[src/rtl/edge_seq_pkg.sv]
// Shared types and constants for the edge-sequence generator.
// Holds the FSM state encoding, the default segment-length width and the
// segment command layout used by the generator and its prefetch buffer.
package edge_seq_pkg;

    localparam int LEN_W_DEFAULT = 8;

    typedef enum logic {
        IDLE  = 1'b0,
        DRIVE = 1'b1
    } state_t;

    // Segment command at the default length width.
    typedef struct packed {
        logic                     level;
        logic [LEN_W_DEFAULT-1:0] len;
    } seg_cmd_t;

    function automatic seg_cmd_t make_seg_cmd(input logic level,
                                              input logic [LEN_W_DEFAULT-1:0] len);
        seg_cmd_t c;
        c.level = level;
        c.len   = len;
        return c;
    endfunction

endpackage

[src/rtl/edge_seq_cmd_buf.sv]
// One-entry valid/data holding register for a prefetched segment command.
// A push and a pop on the same edge leave the entry valid with new data.
module edge_seq_cmd_buf #(
    parameter int W = 9
) (
    input  logic         clk,
    input  logic         rst,
    input  logic         push_i,
    input  logic         pop_i,
    input  logic [W-1:0] data_i,
    output logic         valid_o,
    output logic [W-1:0] data_o
);

    logic         valid_q;
    logic [W-1:0] data_q;

    // Valid flag: set on push (push wins over a same-edge pop), cleared on pop.
    always_ff @(posedge clk) begin
        if (rst) begin
            valid_q <= 1'b0;
        end else if (push_i) begin
            valid_q <= 1'b1;
        end else if (pop_i) begin
            valid_q <= 1'b0;
        end
    end

    // Payload register.
    // NOTE: payload is not reset; it is only ever read while valid_q is set.
    always_ff @(posedge clk) begin
        if (push_i) begin
            data_q <= data_i;
        end
    end

    assign valid_o = valid_q;
    assign data_o  = data_q;

endmodule

[src/rtl/edge_seq_gen.sv]
// Edge-sequence generator: drives line_o through back-to-back segments of
// {level, len+1 cycles} with registered rise/fall markers on each transition.
// Optional feature macro: EDGE_SEQ_GEN_PREFETCH_EN adds a one-entry command
// prefetch buffer so the next command can be accepted mid-segment.
module edge_seq_gen
    import edge_seq_pkg::*;
#(
    parameter int LEN_W = LEN_W_DEFAULT
) (
    input  logic             clk,
    input  logic             rst,
    input  logic             cmd_valid,
    output logic             cmd_ready,
    input  logic             cmd_level,
    input  logic [LEN_W-1:0] cmd_len,
    output logic             line_o,
    output logic             rise_o,
    output logic             fall_o,
    output logic             seg_done_o,
    output logic             busy_o
);

    // Same layout as seg_cmd_t, sized by this instance's LEN_W.
    typedef struct packed {
        logic             level;
        logic [LEN_W-1:0] len;
    } cmd_t;

    state_t           state_q, state_d;
    logic [LEN_W-1:0] cnt_q, cnt_d;
    logic             line_q, line_d;
    logic             rise_q, rise_d;
    logic             fall_q, fall_d;

    logic seg_last;
    logic load_slot;
    logic accept;
    logic load;
    logic buf_valid;
    cmd_t in_cmd;
    cmd_t load_cmd;

    assign in_cmd.level = cmd_level;
    assign in_cmd.len   = cmd_len;

    assign seg_last  = (state_q == DRIVE) && (cnt_q == '0);
    assign load_slot = (state_q == IDLE) || seg_last;

`ifdef EDGE_SEQ_GEN_PREFETCH_EN
    cmd_t buf_cmd;
    logic buf_push;
    logic buf_pop;

    assign cmd_ready = !rst && !buf_valid;
    assign accept    = cmd_valid && cmd_ready;
    // The buffered command is older, so it loads first; otherwise bypass.
    assign load      = load_slot && (buf_valid || accept);
    assign load_cmd  = buf_valid ? buf_cmd : in_cmd;
    assign buf_pop   = load && buf_valid;
    // An accepted command is stored unless it bypasses straight into the line.
    assign buf_push  = accept && !(load && !buf_valid);

    edge_seq_cmd_buf #(
        .W($bits(cmd_t))
    ) u_cmd_buf (
        .clk    (clk),
        .rst    (rst),
        .push_i (buf_push),
        .pop_i  (buf_pop),
        .data_i (in_cmd),
        .valid_o(buf_valid),
        .data_o (buf_cmd)
    );
`else
    assign buf_valid = 1'b0;
    assign cmd_ready = !rst && ((state_q == IDLE) || (cnt_q == '0));
    assign accept    = cmd_valid && cmd_ready;
    assign load      = accept;
    assign load_cmd  = in_cmd;
`endif

    // Next-state: load a segment, finish to IDLE, or count down the current one.
    always_comb begin
        // NOTE: every target gets a default first so no path infers a latch.
        state_d = state_q;
        cnt_d   = cnt_q;
        line_d  = line_q;
        rise_d  = 1'b0;
        fall_d  = 1'b0;
        if (load) begin
            state_d = DRIVE;
            cnt_d   = load_cmd.len;
            line_d  = load_cmd.level;
            rise_d  = ~line_q & load_cmd.level;
            fall_d  = line_q & ~load_cmd.level;
        end else if (seg_last) begin
            state_d = IDLE;
        end else if (state_q == DRIVE) begin
            cnt_d = cnt_q - LEN_W'(1);
        end
    end

    // State registers with synchronous reset dominating all other inputs.
    always_ff @(posedge clk) begin
        // NOTE: non-blocking assignments keep every register sampling pre-edge values.
        if (rst) begin
            state_q <= IDLE;
            cnt_q   <= '0;
            line_q  <= 1'b0;
            rise_q  <= 1'b0;
            fall_q  <= 1'b0;
        end else begin
            state_q <= state_d;
            cnt_q   <= cnt_d;
            line_q  <= line_d;
            rise_q  <= rise_d;
            fall_q  <= fall_d;
        end
    end

    assign line_o     = line_q;
    assign rise_o     = rise_q;
    assign fall_o     = fall_q;
    assign seg_done_o = seg_last;
    assign busy_o     = (state_q == DRIVE) || buf_valid;

endmodule

[config.mk]
export PLATFORM = sky130hd
export DESIGN_NAME = edge_seq_gen
export DESIGN_NICKNAME = d
export VERILOG_FILES = /design/src/rtl/edge_seq_pkg.sv /design/src/rtl/edge_seq_cmd_buf.sv /design/src/rtl/edge_seq_gen.sv
export SDC_FILE = /design/constraint.sdc
export NUM_CORES = 1
export LEC_CHECK = 0
export CAP_MARGIN = 15
export CORE_MARGIN = 4
export CORE_UTILIZATION = 30
export DETAILED_ROUTE_END_ITERATION = 7
export GPL_ROUTABILITY_DRIVEN = 0
export PLACE_DENSITY = 0.6
export RECOVER_POWER = 100
export SLEW_MARGIN = 30
export SYNTH_ARGS = -nofsm -noshare
export SYNTH_HDL_FRONTEND = slang
export SYNTH_SLANG_ARGS = --single-unit
[constraint.sdc]
create_clock -name clk -period 2.2 [get_ports clk]
set_input_delay 0.44 -clock clk [delete_from_list [all_inputs] [get_ports clk]]
set_output_delay 0.44 -clock clk [all_outputs]
set_load 0.01 [all_outputs]
==> qor.yml <==
global_route:
  first_global_vias: 704
  grtUsageTotal: 0.129
  grt_pass1_wl_um: 3110
  globalRoute.totalOverflow: 0
  pin_count_of_the_biggest_net_entering_global_routing: 16
  antenna_violations_before_repair: 0
run_status:
  outcome: "finished, final reports clean"
timing:
  least_margin_pin_slew_ns: 0.434
  fmaxAchievable_ghz: 0.471
  final-max-slew-violation-count: 0
  timing.final.crit_share: 0.964
  total_count_of_hold_check_failures_in_the_final_report: 0
  finalSetupTns_ns: 0
  timing.max_slew.rel_slack: 0.710
  fin_skew_ns: 0.00325
  timing.final.setup_violations: 0
  clock_period_minus_worst_slack_ns: 2.12
yosys:
  netlist_area_um2: 689
  synthCells: 75
  synth.yosys.seq_area_share: 0.348
  syn-mean-instance-area_um2: 9.19
  yosys_warnings: 0
  postSynth.topFlopCell: "sky130_fd_sc_hd__dfxtp_1"
  synth_cell_types: 38
  ys_seq_elements: 12
  synthesis.nets: 88
  synthArstFlopShare: 0
  synth-edff-count: 0
clock_network:
  clock_tree.htree_level_count: 1
  cts_hold_buffers: 0
  tritoncts: "done"
  clk_root_buffer_cell: "sky130_fd_sc_hd__clkbuf_4"
  cts-resized-gates: 3
  tritoncts.num_buffers: 3
  clk_latency_ns: 0.27
  cts.clk_slew.worst_paths_ns: 0.08
  post_cts_buffers: 0
  max-clock-path-buffers: 2
  cts.sinks: 12
layout:
  fillerInstances: 223
  layout_cells_sized_above_1: 0.302
  layout.cell_area.non_filler_mm2: 0.00101
  fin_nets: 120
  antenna_cells_inserted: 0
  post_route_insts_no_fill: 134
  end_of_flow_core_utilization: 0.463
  area_growth_pct: 47.2
route:
  routed_via_density: 5.21
  via_count: 698
  dr.first_iter.drc_count: 8
  drcViolationCount: 0
  route.final.wire_length_um: 1840
  wl_per_cell_um: 13.7
  drt.antenna.violating_nets: 0
  first_pass_iters: 4
floorplanning:
  core-area_mm2: 0.00219
  initial_cell_density_of_the_core: 0.315
  placement_rows: 17
  top_level_ports: 18
  die_area_mm2: 0.00313
  chip_width_um: 55.9
  dieHeight_um: 55.9
min_path:
  worst_hold_startpoint: "line_o"
  hp-class: "reg -> reg"
  holdPathStages: 1
  whs_endpoint: "rise_o"
pwr:
  power.ir.vdd_worst_mv: 0.325
  powerDensity_mw_per_mm2: 716
  power.static_leakage_nw: 0.406
  power.total_w: 0.000727
critical_path:
  setup.worst_path.class: "reg -> out"
  critical_path.cell_chain: "inv_1 > ha_1 > or3b_4 > nor3_2 > clkdlybuf4s15_1"
  critPathSlowestCell: "sky130_fd_sc_hd__or3b_4"
  cp.buffers_inverters: 2
  reg2regPathDepth: 7
  timing.critical_path.required_ns: 1.76
  regToRegStartpoint: "cnt_q[1]"
  critical_path.max_stage_delay_ns: 0.41
  r2r_end: "cnt_q[0]"
  cp_max_fo: 3
  worst_setup_sp_type: "flip-flop"
  cp-end-kind: "output port"
  timing.reg2reg.setup_slack_ns: 0.17
  timing.critical_path.max_delay_family: "simple AND/OR/NAND/NOR gates"
  worstPathArrival_ns: 1.68
place:
  dpl.hpwl_um: 1390
  buffer_ports.inserted: 17
  postPlaceCellArea_um2: 976
  dpl.cell_count: 130
run:
  maxCapViolations: 0
-- metrics by stage --
stage / worst slack (ns) / hold WS [ns]
floorplan: 0.307 / 0.492
global placement: 0.0303 / 0.455
detailed placement: 0.0202 / 0.468
CTS: 0.00104 / 0.478
global route: -0.0125 / 0.516
finish: 0.0784 / 0.471
-- logic make-up after synthesis --
kind of cell	count (synthesis)	share of synthesized area
flops	12	0.348
compound gates	24	0.265
simple gates	22	0.201
mux	4	0.0617
fa+ha+maj	1	0.0181
xor+xnor	3	0.0381
buf+inv	9	0.0671
-- cell type report --
| type | count | area (um2) | area share |
|---|---|---|---|
| Clock buffer | 4 | 36.3 | 0.0358 |
| Sequential cell | 12 | 240 | 0.237 |
| Multi-Input combinational cell | 54 | 410 | 0.404 |
| Tap cell | 28 | 35.0 | 0.0345 |
| Timing Repair Buffer | 32 | 278 | 0.274 |
| Inverter | 4 | 15.0 | 0.0148 |
-- how the worst max path moves through the flow --
stage	from	to	slack, ns	depth (start not counted)
5_1_grt	cnt_q[1]	seg_done_o	-0.01	5
2_1_floorplan	cnt_q[0]	cmd_ready	0.31	6
3_5_place_dp	cnt_q[1]	cmd_ready	0.02	6
4_1_cts	cnt_q[1]	cmd_ready	0.001	6
3_3_place_gp	cnt_q[1]	cmd_ready	0.03	6
6_report	cnt_q[1]	seg_done_o	0.08	5
-- layout by cell type, fill, tap and decap left out, types with 2 or more instances in the layout --
cell                              Yosys  final
sky130_fd_sc_hd__nor4b_1              2      2
sky130_fd_sc_hd__dfxtp_1             12     12
sky130_fd_sc_hd__nand2_1              5      5
sky130_fd_sc_hd__a221oi_1             3      3
sky130_fd_sc_hd__o21ai_2              3      3
sky130_fd_sc_hd__a21oi_1              4      4
sky130_fd_sc_hd__dlygate4sd3_1        0      3
sky130_fd_sc_hd__nor2_1               2      2
sky130_fd_sc_hd__inv_1                4      4
sky130_fd_sc_hd__clkdlybuf4s50_1      0     12
sky130_fd_sc_hd__o21ai_0              4      4
sky130_fd_sc_hd__mux2i_1              2      2
sky130_fd_sc_hd__buf_4                0     15
sky130_fd_sc_hd__or4_4                2      2
sky130_fd_sc_hd__mux2_2               2      2
sky130_fd_sc_hd__clkbuf_4             1      3
sky130_fd_sc_hd__a211oi_1             2      2
sky130_fd_sc_hd__xnor2_1              2      2
-- Yosys cell counts (2+ instances only) --
| cell | n | area share |
|---|---|---|
| sky130_fd_sc_hd__a211oi_1 | 2 | 0.022 |
| sky130_fd_sc_hd__nor4b_1 | 2 | 0.025 |
| sky130_fd_sc_hd__dfxtp_1 | 12 | 0.35 |
| sky130_fd_sc_hd__a221oi_1 | 3 | 0.038 |
| sky130_fd_sc_hd__o21ai_0 | 4 | 0.029 |
| sky130_fd_sc_hd__inv_1 | 4 | 0.022 |
| sky130_fd_sc_hd__or4_4 | 2 | 0.033 |
| sky130_fd_sc_hd__o21ai_2 | 3 | 0.038 |
| sky130_fd_sc_hd__clkbuf_1 | 2 | 0.011 |
| sky130_fd_sc_hd__mux2_2 | 2 | 0.033 |
| sky130_fd_sc_hd__xnor2_1 | 2 | 0.025 |
| sky130_fd_sc_hd__nor3_1 | 2 | 0.015 |
| sky130_fd_sc_hd__nor2_1 | 2 | 0.011 |
| sky130_fd_sc_hd__a21oi_1 | 4 | 0.029 |
| sky130_fd_sc_hd__nand2_1 | 5 | 0.027 |
| sky130_fd_sc_hd__mux2i_1 | 2 | 0.029 |
-- power by group --
group	leakage [nW]	switching, W	total [W]	internal [W]
combinational	0.286	0.000134	0.000293	0.000159
sequential	0.0991	0.0000137	0.000256	0.000242
clock	0.0210	0.0000772	0.000178	0.000100
-- worst register-to-register path, cell delays in order, from the launching register on --
cell                       delay [ns]
sky130_fd_sc_hd__dfxtp_1         0.32
sky130_fd_sc_hd__inv_1           0.07
sky130_fd_sc_hd__ha_1            0.18
sky130_fd_sc_hd__or3b_4          0.41
sky130_fd_sc_hd__buf_4           0.17
sky130_fd_sc_hd__o21ai_2         0.38
sky130_fd_sc_hd__o21ai_2         0.11
sky130_fd_sc_hd__a221oi_2        0.29
-- flip-flops by register name (all words and copies together) (netlist names) --
| name | flops |
|---|---|
| rise_o | 1 |
| fall_o | 1 |
| line_o | 1 |
| busy_o | 1 |
| cnt_q | 8 |
-- routing by layer --
metal	wire (um)	track usage	part of all wire	up-vias
met5	0	0	0	-
met1	870	0.163	0.47	335
li1	-	-	-	346
met4	27	0.0983	0.015	0
met3	104	0.0325	0.057	2
met2	833	0.184	0.45	15
Power figures use the tool's default switching activity.
